File: src/rtl/dso_spi_pkg.sv
// Shared definitions for the calibration EEPROM SPI responder:
// opcodes, frame width, FSM state encodings and the store reset value.
package dso_spi_pkg;

    localparam int         FRAME_W     = 16;
    localparam logic [1:0] OP_READ     = 2'b00;
    localparam logic [1:0] OP_WRITE    = 2'b01;
    localparam logic [7:0] RST_VAL     = 8'h80;
    localparam logic [4:0] BIT_CNT_MAX = 5'd17;
    localparam logic [4:0] BIT_CNT_OK  = 5'd16;

    typedef enum logic [1:0] {
        IDLE  = 2'b00,
        SHIFT = 2'b01,
        EXEC  = 2'b10
    } state_t;

endpackage

File: src/rtl/eep_regfile.sv
// Calibration store: 2**ADDR_W x 8 flops, async reset to RST_VAL,
// one synchronous write port and one combinational read port.
module eep_regfile #(
    parameter int         ADDR_W  = 6,
    parameter logic [7:0] RST_VAL = dso_spi_pkg::RST_VAL
) (
    input  logic              clk,
    input  logic              rst_n,
    input  logic              we,
    input  logic [ADDR_W-1:0] waddr,
    input  logic [7:0]        wdata,
    input  logic [ADDR_W-1:0] raddr,
    output logic [7:0]        rdata
);

    localparam int DEPTH = 2 ** ADDR_W;

    logic [7:0] mem [DEPTH];

    // Store array: every entry returns to RST_VAL on reset.
    always_ff @(posedge clk or negedge rst_n) begin
        if (!rst_n) begin
            for (int i = 0; i < DEPTH; i++) begin
                mem[i] <= RST_VAL;
            end
        end else if (we) begin
            mem[waddr] <= wdata;
        end
    end

    assign rdata = mem[raddr];

endmodule

File: src/rtl/spi_cal_eep_slave.sv
// SPI responder emulating the calibration EEPROM (16-bit mode-0 frames
// {op[1:0], addr[5:0], data[7:0]}). All SPI pins are oversampled in clk.
// Build option: define EEP_WRT_PROT_EN to make wp_n==0 reject WRITE frames.
//
// state | meaning
// IDLE  | waiting for SS_n fall, MISO held low
// SHIFT | frame in progress, sampling MOSI on SCLK rise, shifting MISO on fall
// EXEC  | one clock: frame executed or rejected, done/err pulse issued
module spi_cal_eep_slave #(
    parameter int         ADDR_W  = 6,
    parameter logic [7:0] RST_VAL = dso_spi_pkg::RST_VAL
) (
    input  logic clk,
    input  logic rst_n,
    input  logic SS_n,
    input  logic SCLK,
    input  logic MOSI,
    output logic MISO,
    input  logic wp_n,
    output logic frm_done,
    output logic frm_err
);

    import dso_spi_pkg::*;

    logic ss_s1, ss_s2, ss_d;
    logic sclk_s1, sclk_s2, sclk_d;
    logic mosi_s1, mosi_s2;
    logic ss_fall, ss_rise, sclk_rise, sclk_fall;

    state_t               state;
    logic [FRAME_W-1:0]   rx_sr;
    // Bits still to be sent after the one currently on MISO.
    logic [FRAME_W-2:0]   tx_sr;
    logic [4:0]           bit_cnt;
    logic [7:0]           rd_buf;
    logic [7:0]           rd_buf_nxt;

    logic [1:0]           op;
    logic [ADDR_W-1:0]    addr;
    logic [7:0]           wdata;
    logic [7:0]           rdata;
    logic                 frame_ok;
    logic                 is_read;
    logic                 is_write;
    logic                 wr_allow;
    logic                 we;

    // Two-flop synchronizers plus one history flop for edge detection.
    always_ff @(posedge clk or negedge rst_n) begin
        if (!rst_n) begin
            ss_s1   <= 1'b1;
            ss_s2   <= 1'b1;
            ss_d    <= 1'b1;
            sclk_s1 <= 1'b0;
            sclk_s2 <= 1'b0;
            sclk_d  <= 1'b0;
            mosi_s1 <= 1'b0;
            mosi_s2 <= 1'b0;
        end else begin
            ss_s1   <= SS_n;
            ss_s2   <= ss_s1;
            ss_d    <= ss_s2;
            sclk_s1 <= SCLK;
            sclk_s2 <= sclk_s1;
            sclk_d  <= sclk_s2;
            mosi_s1 <= MOSI;
            mosi_s2 <= mosi_s1;
        end
    end

    assign ss_fall   =  ss_d   & ~ss_s2;
    assign ss_rise   = ~ss_d   &  ss_s2;
    assign sclk_rise = ~sclk_d &  sclk_s2;
    assign sclk_fall =  sclk_d & ~sclk_s2;

    assign op       = rx_sr[15:14];
    assign addr     = rx_sr[8 +: ADDR_W];
    assign wdata    = rx_sr[7:0];
    assign frame_ok = (bit_cnt == BIT_CNT_OK);
    assign is_read  = frame_ok && (op == OP_READ);
    assign is_write = frame_ok && (op == OP_WRITE);

`ifdef EEP_WRT_PROT_EN
    assign wr_allow = wp_n;
`else
    // Write protect pin has no effect in this build.
    assign wr_allow = wp_n | 1'b1;
`endif

    assign we         = (state == EXEC) && is_write && wr_allow;
    assign rd_buf_nxt = ((state == EXEC) && is_read) ? rdata : rd_buf;

    eep_regfile #(
        .ADDR_W  (ADDR_W),
        .RST_VAL (RST_VAL)
    ) u_regfile (
        .clk   (clk),
        .rst_n (rst_n),
        .we    (we),
        .waddr (addr),
        .wdata (wdata),
        .raddr (addr),
        .rdata (rdata)
    );

    // Frame FSM: shift registers, bit counter, read buffer and pulse outputs.
    always_ff @(posedge clk or negedge rst_n) begin
        if (!rst_n) begin
            state    <= IDLE;
            rx_sr    <= '0;
            tx_sr    <= '0;
            bit_cnt  <= '0;
            rd_buf   <= RST_VAL;
            MISO     <= 1'b0;
            frm_done <= 1'b0;
            frm_err  <= 1'b0;
        end else begin
            frm_done <= 1'b0;
            frm_err  <= 1'b0;
            case (state)
                IDLE: begin
                    MISO <= 1'b0;
                    if (ss_fall) begin
                        // High byte of every returned frame is zero, so the
                        // first MISO bit is already correct at 0.
                        state   <= SHIFT;
                        tx_sr   <= {{(FRAME_W-9){1'b0}}, rd_buf};
                        bit_cnt <= '0;
                    end
                end
                SHIFT: begin
                    if (ss_rise) begin
                        state <= EXEC;
                    end else begin
                        if (sclk_rise) begin
                            rx_sr <= {rx_sr[FRAME_W-2:0], mosi_s2};
                            if (bit_cnt != BIT_CNT_MAX) begin
                                bit_cnt <= bit_cnt + 5'd1;
                            end
                        end
                        if (sclk_fall) begin
                            MISO  <= tx_sr[FRAME_W-2];
                            tx_sr <= {tx_sr[FRAME_W-3:0], 1'b0};
                        end
                    end
                end
                EXEC: begin
                    MISO   <= 1'b0;
                    rd_buf <= rd_buf_nxt;
                    if (frame_ok && !(is_write && !wr_allow)) begin
                        frm_done <= 1'b1;
                    end else begin
                        frm_err <= 1'b1;
                    end
                    // A new frame may already be starting if SS_n bounced
                    // inside the synchronizer window; it must see the
                    // freshly updated read buffer.
                    if (ss_fall) begin
                        state   <= SHIFT;
                        tx_sr   <= {{(FRAME_W-9){1'b0}}, rd_buf_nxt};
                        bit_cnt <= '0;
                    end else begin
                        state <= IDLE;
                    end
                end
                default: begin
                    state <= IDLE;
                    MISO  <= 1'b0;
                end
            endcase
        end
    end

endmodule

File: config.mk
export PLATFORM = sky130hd
export DESIGN_NAME = spi_cal_eep_slave
export DESIGN_NICKNAME = d
export VERILOG_FILES = /design/src/rtl/dso_spi_pkg.sv /design/src/rtl/eep_regfile.sv /design/src/rtl/spi_cal_eep_slave.sv
export SDC_FILE = /design/constraint.sdc
export NUM_CORES = 1
export LEC_CHECK = 0
export CORE_UTILIZATION = 65
export CTS_BUF_LIST = sky130_fd_sc_hd__clkbuf_8
export DETAILED_ROUTE_END_ITERATION = 6
export GPL_TIMING_DRIVEN = 0
export PLACE_DENSITY = 0.81
export SLEW_MARGIN = 0
export SYNTH_ARGS = -nofsm -noshare
export SYNTH_HDL_FRONTEND = slang
export SYNTH_HIERARCHICAL = 1
export SYNTH_SLANG_ARGS = --single-unit
File: constraint.sdc
create_clock -name clk -period 3.5 [get_ports clk]
set_input_delay 0.35 -clock clk [delete_from_list [all_inputs] [get_ports clk]]
set_output_delay 0.35 -clock clk [all_outputs]
set_load 0.03 [all_outputs]
==> results.sh <==
export IMPL_clockRootBuffer="clkbuf_8"
export IMPL_path_class="reg2reg"
export IMPL_finalPower_mw=14.6
export IMPL_critical_path_max_fanout=10
export IMPL_overflow=0
export IMPL_crit_start="rx_sr[9]$_DFFE_PN0P_"
export IMPL_synth_edf_count=0
export IMPL_ioPinCount=9
export IMPL_p_leak_nw=13.9
export IMPL_reg2reg_from="rx_sr[9]$_DFFE_PN0P_"
export IMPL_max_cap_violations=0
export IMPL_crit_buf_inv=4
export IMPL_antenna_found_initial=0
export IMPL_holdPathStages=1
export IMPL_synth_xor_area_frac=0
export IMPL_dp_slack_ns=-0.546
export IMPL_synth_most_common_cell="dfrtp_1"
export IMPL_crit_cells=12
export IMPL_path_clk_slew_ns=0.06
export IMPL_htreeDepth=3
export IMPL_synth_compound_area_frac=0.0275
export IMPL_synth_top_family_by_area="multiplexers"
export IMPL_ys_types=69
export IMPL_maxSlewViolCount=0
export IMPL_cp_end_kind="flop"
export IMPL_synth_largest_area_cell="dfrtp_1"
export IMPL_ys_seq_area_frac=0.542
export IMPL_timing_final_crit_share=0.989
export IMPL_synthArstFlopShare=1.00
export IMPL_cp_cell_sequence="buf_2 -> buf_6 -> buf_4 -> buf_4 -> mux4_2 -> nor2_1 -> a211oi_1 -> o21ai_1 -> o31ai_1 -> and4_1 -> o21ai_0 -> a2bb2oi_1"
export IMPL_syn_num_nets=1740
export IMPL_p_per_area_nw_per_um2=494
export IMPL_place_congestion=0.977
export IMPL_p_seq_frac=0.462
export IMPL_synth_top_cell_area_share=0.475
export IMPL_synthTopCellsByArea="dfrtp_1, mux2_2, mux4_2"
export IMPL_fill_cells=2453
export IMPL_ys_flop_type="dfrtp_1"
export IMPL_firstDrtPassIters=6
export IMPL_wl_per_cell_microns=28.1
export IMPL_die_h_microns=204
export IMPL_r2r_end="tx_sr[0]$_DFFE_PN0P_"
export IMPL_cp_slowest_cell="dfrtp_1"
export IMPL_grt_pass1_wl_mm=105
export IMPL_synth_seq_cells=569
export IMPL_worstSetupStartpointType="flop"
export IMPL_peakVddDrop_mv=0.331
export IMPL_netlist_area_sq_um=26400
export IMPL_combPwrFrac=0.121
export IMPL_place_area_sq_um=27300
export IMPL_worst_pin_slew_ns=1.14
export IMPL_dp_final_hpwl_mm=46.2
export IMPL_tritoncts="yes"
export IMPL_period_needed_ns=3.46
export IMPL_drc=0
export IMPL_yosys_area_share_simple=0.0432
export IMPL_core_area_sq_um=39900
export IMPL_setup_worst_path_end="tx_sr[0]$_DFFE_PN0P_"
export IMPL_cpPeakStageDelay_ns=0.45
export IMPL_critical_path_most_common_cell="buf_4"
export IMPL_numCtsBuffers=92
export IMPL_clockPowerShare=0.416
export IMPL_grt_pass1_vias=17067
export IMPL_crit_family="buffers and inverters"
export IMPL_drive_gt1_frac=0.510
export IMPL_fin_area_sq_um=29600
export IMPL_muxShareOfSynthArea=0.358
export IMPL_vias=16375
export IMPL_drt_iter0_drc=1672
export IMPL_portBuffers=7
export IMPL_cts_sinks=569
export IMPL_internal_power_mw=10.5
export IMPL_num_nets_final=1852
export IMPL_regArea_sq_um=14300
export IMPL_clk_path_buf_depth=3
export IMPL_wl_mm=68.6
export IMPL_syn_inst=1726
export IMPL_rows=73
export IMPL_drtAntennaViolNets=0
export IMPL_viasPerCell=6.70
export IMPL_fmax_mhz=289
export IMPL_reg2reg_slack_ns=0.04
export IMPL_area_growth_pct=12.0
export IMPL_clkLatencyLatePin_ns=0.67
export IMPL_initial_core_util=0.662
export IMPL_synth_common_cells="dfrtp_1, mux2_2, mux4_2"
export IMPL_die_x_microns=204
export IMPL_slew_headroom=0.238
export IMPL_grt_max_degree=131
export IMPL_hold_viol_final=0
export IMPL_yosys_area_share_adder=0.00379
export IMPL_yosys_warnings=6
export IMPL_arrival_ns=3.97
export IMPL_hp_class="in2reg"
export IMPL_cp_data_required_time_ns=4.02
export IMPL_worst_slack_ns=0.0401
export IMPL_switching_power_mw=4.14
export IMPL_grt_usage=0.345
export IMPL_r2r_cells=12
export IMPL_die_area_sq_um=41400
export IMPL_finalSetupViolCount=0
export IMPL_multi_input_area_sq_um=11600
export IMPL_status="finished clean"
export IMPL_syn_avg_cell_area_sq_um=15.3
export IMPL_antenna_cells=0
export IMPL_clock_skew_ns=0.0413
export IMPL_swShare=0.284
[through the flow]
stage	instances	TNS (ns)	utilization	hold slack, ns
after global routing	2443	-0.0273	0.741	0.0727
after floorplan	1726	0	-	0.0544
after global placement	2258	-	0.680	0.336
final	2443	0	0.741	0.118
after CTS	2440	-2.93	0.738	0.0722
after detailed placement	2262	-74.56	0.683	0.336
[logic make-up (layout without fill, tap and decap cells)]
logic type	count (synthesis)	in the layout
simple gates	204	204
compound gates	101	101
fa+ha+maj	8	8
buf+inv	136	328
mux	708	708
flops	569	569
[area by class of cell]
class | instances | share of cell area
Tap cell | 525 | 0.0222
Timing Repair Buffer | 20 | 0.00947
Sequential cell | 569 | 0.484
Buffer | 128 | 0.0220
Multi-Input combinational cell | 1021 | 0.393
Inverter | 6 | 0.000761
Clock inverter | 53 | 0.0118
Clock buffer | 121 | 0.0563
[per-layer routing]
layer	global-route usage	up-vias	share of wire
met5	0	-	0
met1	0.490	8760	0.41
met2	0.513	761	0.46
met3	0.0959	152	0.092
met4	0.129	0	0.035
li1	-	6702	-
[worst min path at each step]
stage | from | to | slack [ns]
finish | SS_n | ss_s1$_DFF_PN1_ | 0.12
global route | SS_n | ss_s1$_DFF_PN1_ | 0.07
CTS | SS_n | ss_s1$_DFF_PN1_ | 0.07
detailed placement | sclk_s1$_DFF_PN0_ | sclk_s2$_DFF_PN0_ | 0.34
global placement | sclk_s1$_DFF_PN0_ | sclk_s2$_DFF_PN0_ | 0.34
floorplan | rst_n | MISO$_DFFE_PN0P_ | 0.05
[cells in the final DEF (no fill, tap or decap), types with 17 or more instances in the layout]
cell / n
mux2i_1: 28
clkbuf_1: 64
nand3_1: 20
nand2_1: 22
mux4_2: 123
nor2_1: 29
dfstp_2: 68
a21oi_1: 22
dfrtp_1: 501
mux2_2: 489
nor2_4: 17
clkinv_2: 21
buf_2: 25
and3_1: 19
inv_1: 29
mux2_1: 59
clkbuf_8: 121
buf_4: 20
nand2_2: 33
[flip-flops by register name (all words and copies together) (netlist names)]
name           flops
sclk_s2            1
rx_sr             16
sclk_d             1
bit_cnt            5
mosi_s2            1
mosi_s1            1
state              2
frm_err            1
ss_s1              1
sclk_s1            1
rd_buf             8
frm_done           1
u_regfile/mem    512
MISO               1
tx_sr             15
ss_s2              1
ss_d               1
[power by group through the flow]
| stage | combinational, mW | clock (mW) | sequential [mW] |
|---|---|---|---|
| after floorplan | 0.857 | 0 | 6.85 |
| after global placement | 1.63 | 0 | 6.88 |
| after detailed placement | 1.71 | 0 | 6.87 |
| after CTS | 1.72 | 6.18 | 6.76 |
| after global routing | 1.86 | 6.48 | 6.76 |
| final | 1.77 | 6.09 | 6.76 |
[worst register-to-register path, stage by stage (launching register included)]
cell,delay [ns]
dfrtp_1,0.45
buf_2,0.24
buf_6,0.21
buf_4,0.32
buf_4,0.32
mux4_2,0.41
nor2_1,0.17
a211oi_1,0.09
o21ai_1,0.45
o31ai_1,0.23
and4_1,0.19
o21ai_0,0.18
a2bb2oi_1,0.09
[repair_timing]
item / CTS / global route
hold endpoints to repair: 77 / 0
hold buffers: 1 / 0
setup endpoints to repair: 408 / 508
resized for setup: 33 / 38
pin swaps: 1 / 4
buffers inserted: 3 / 5
Note: power is estimated with default switching activity, not from simulation.
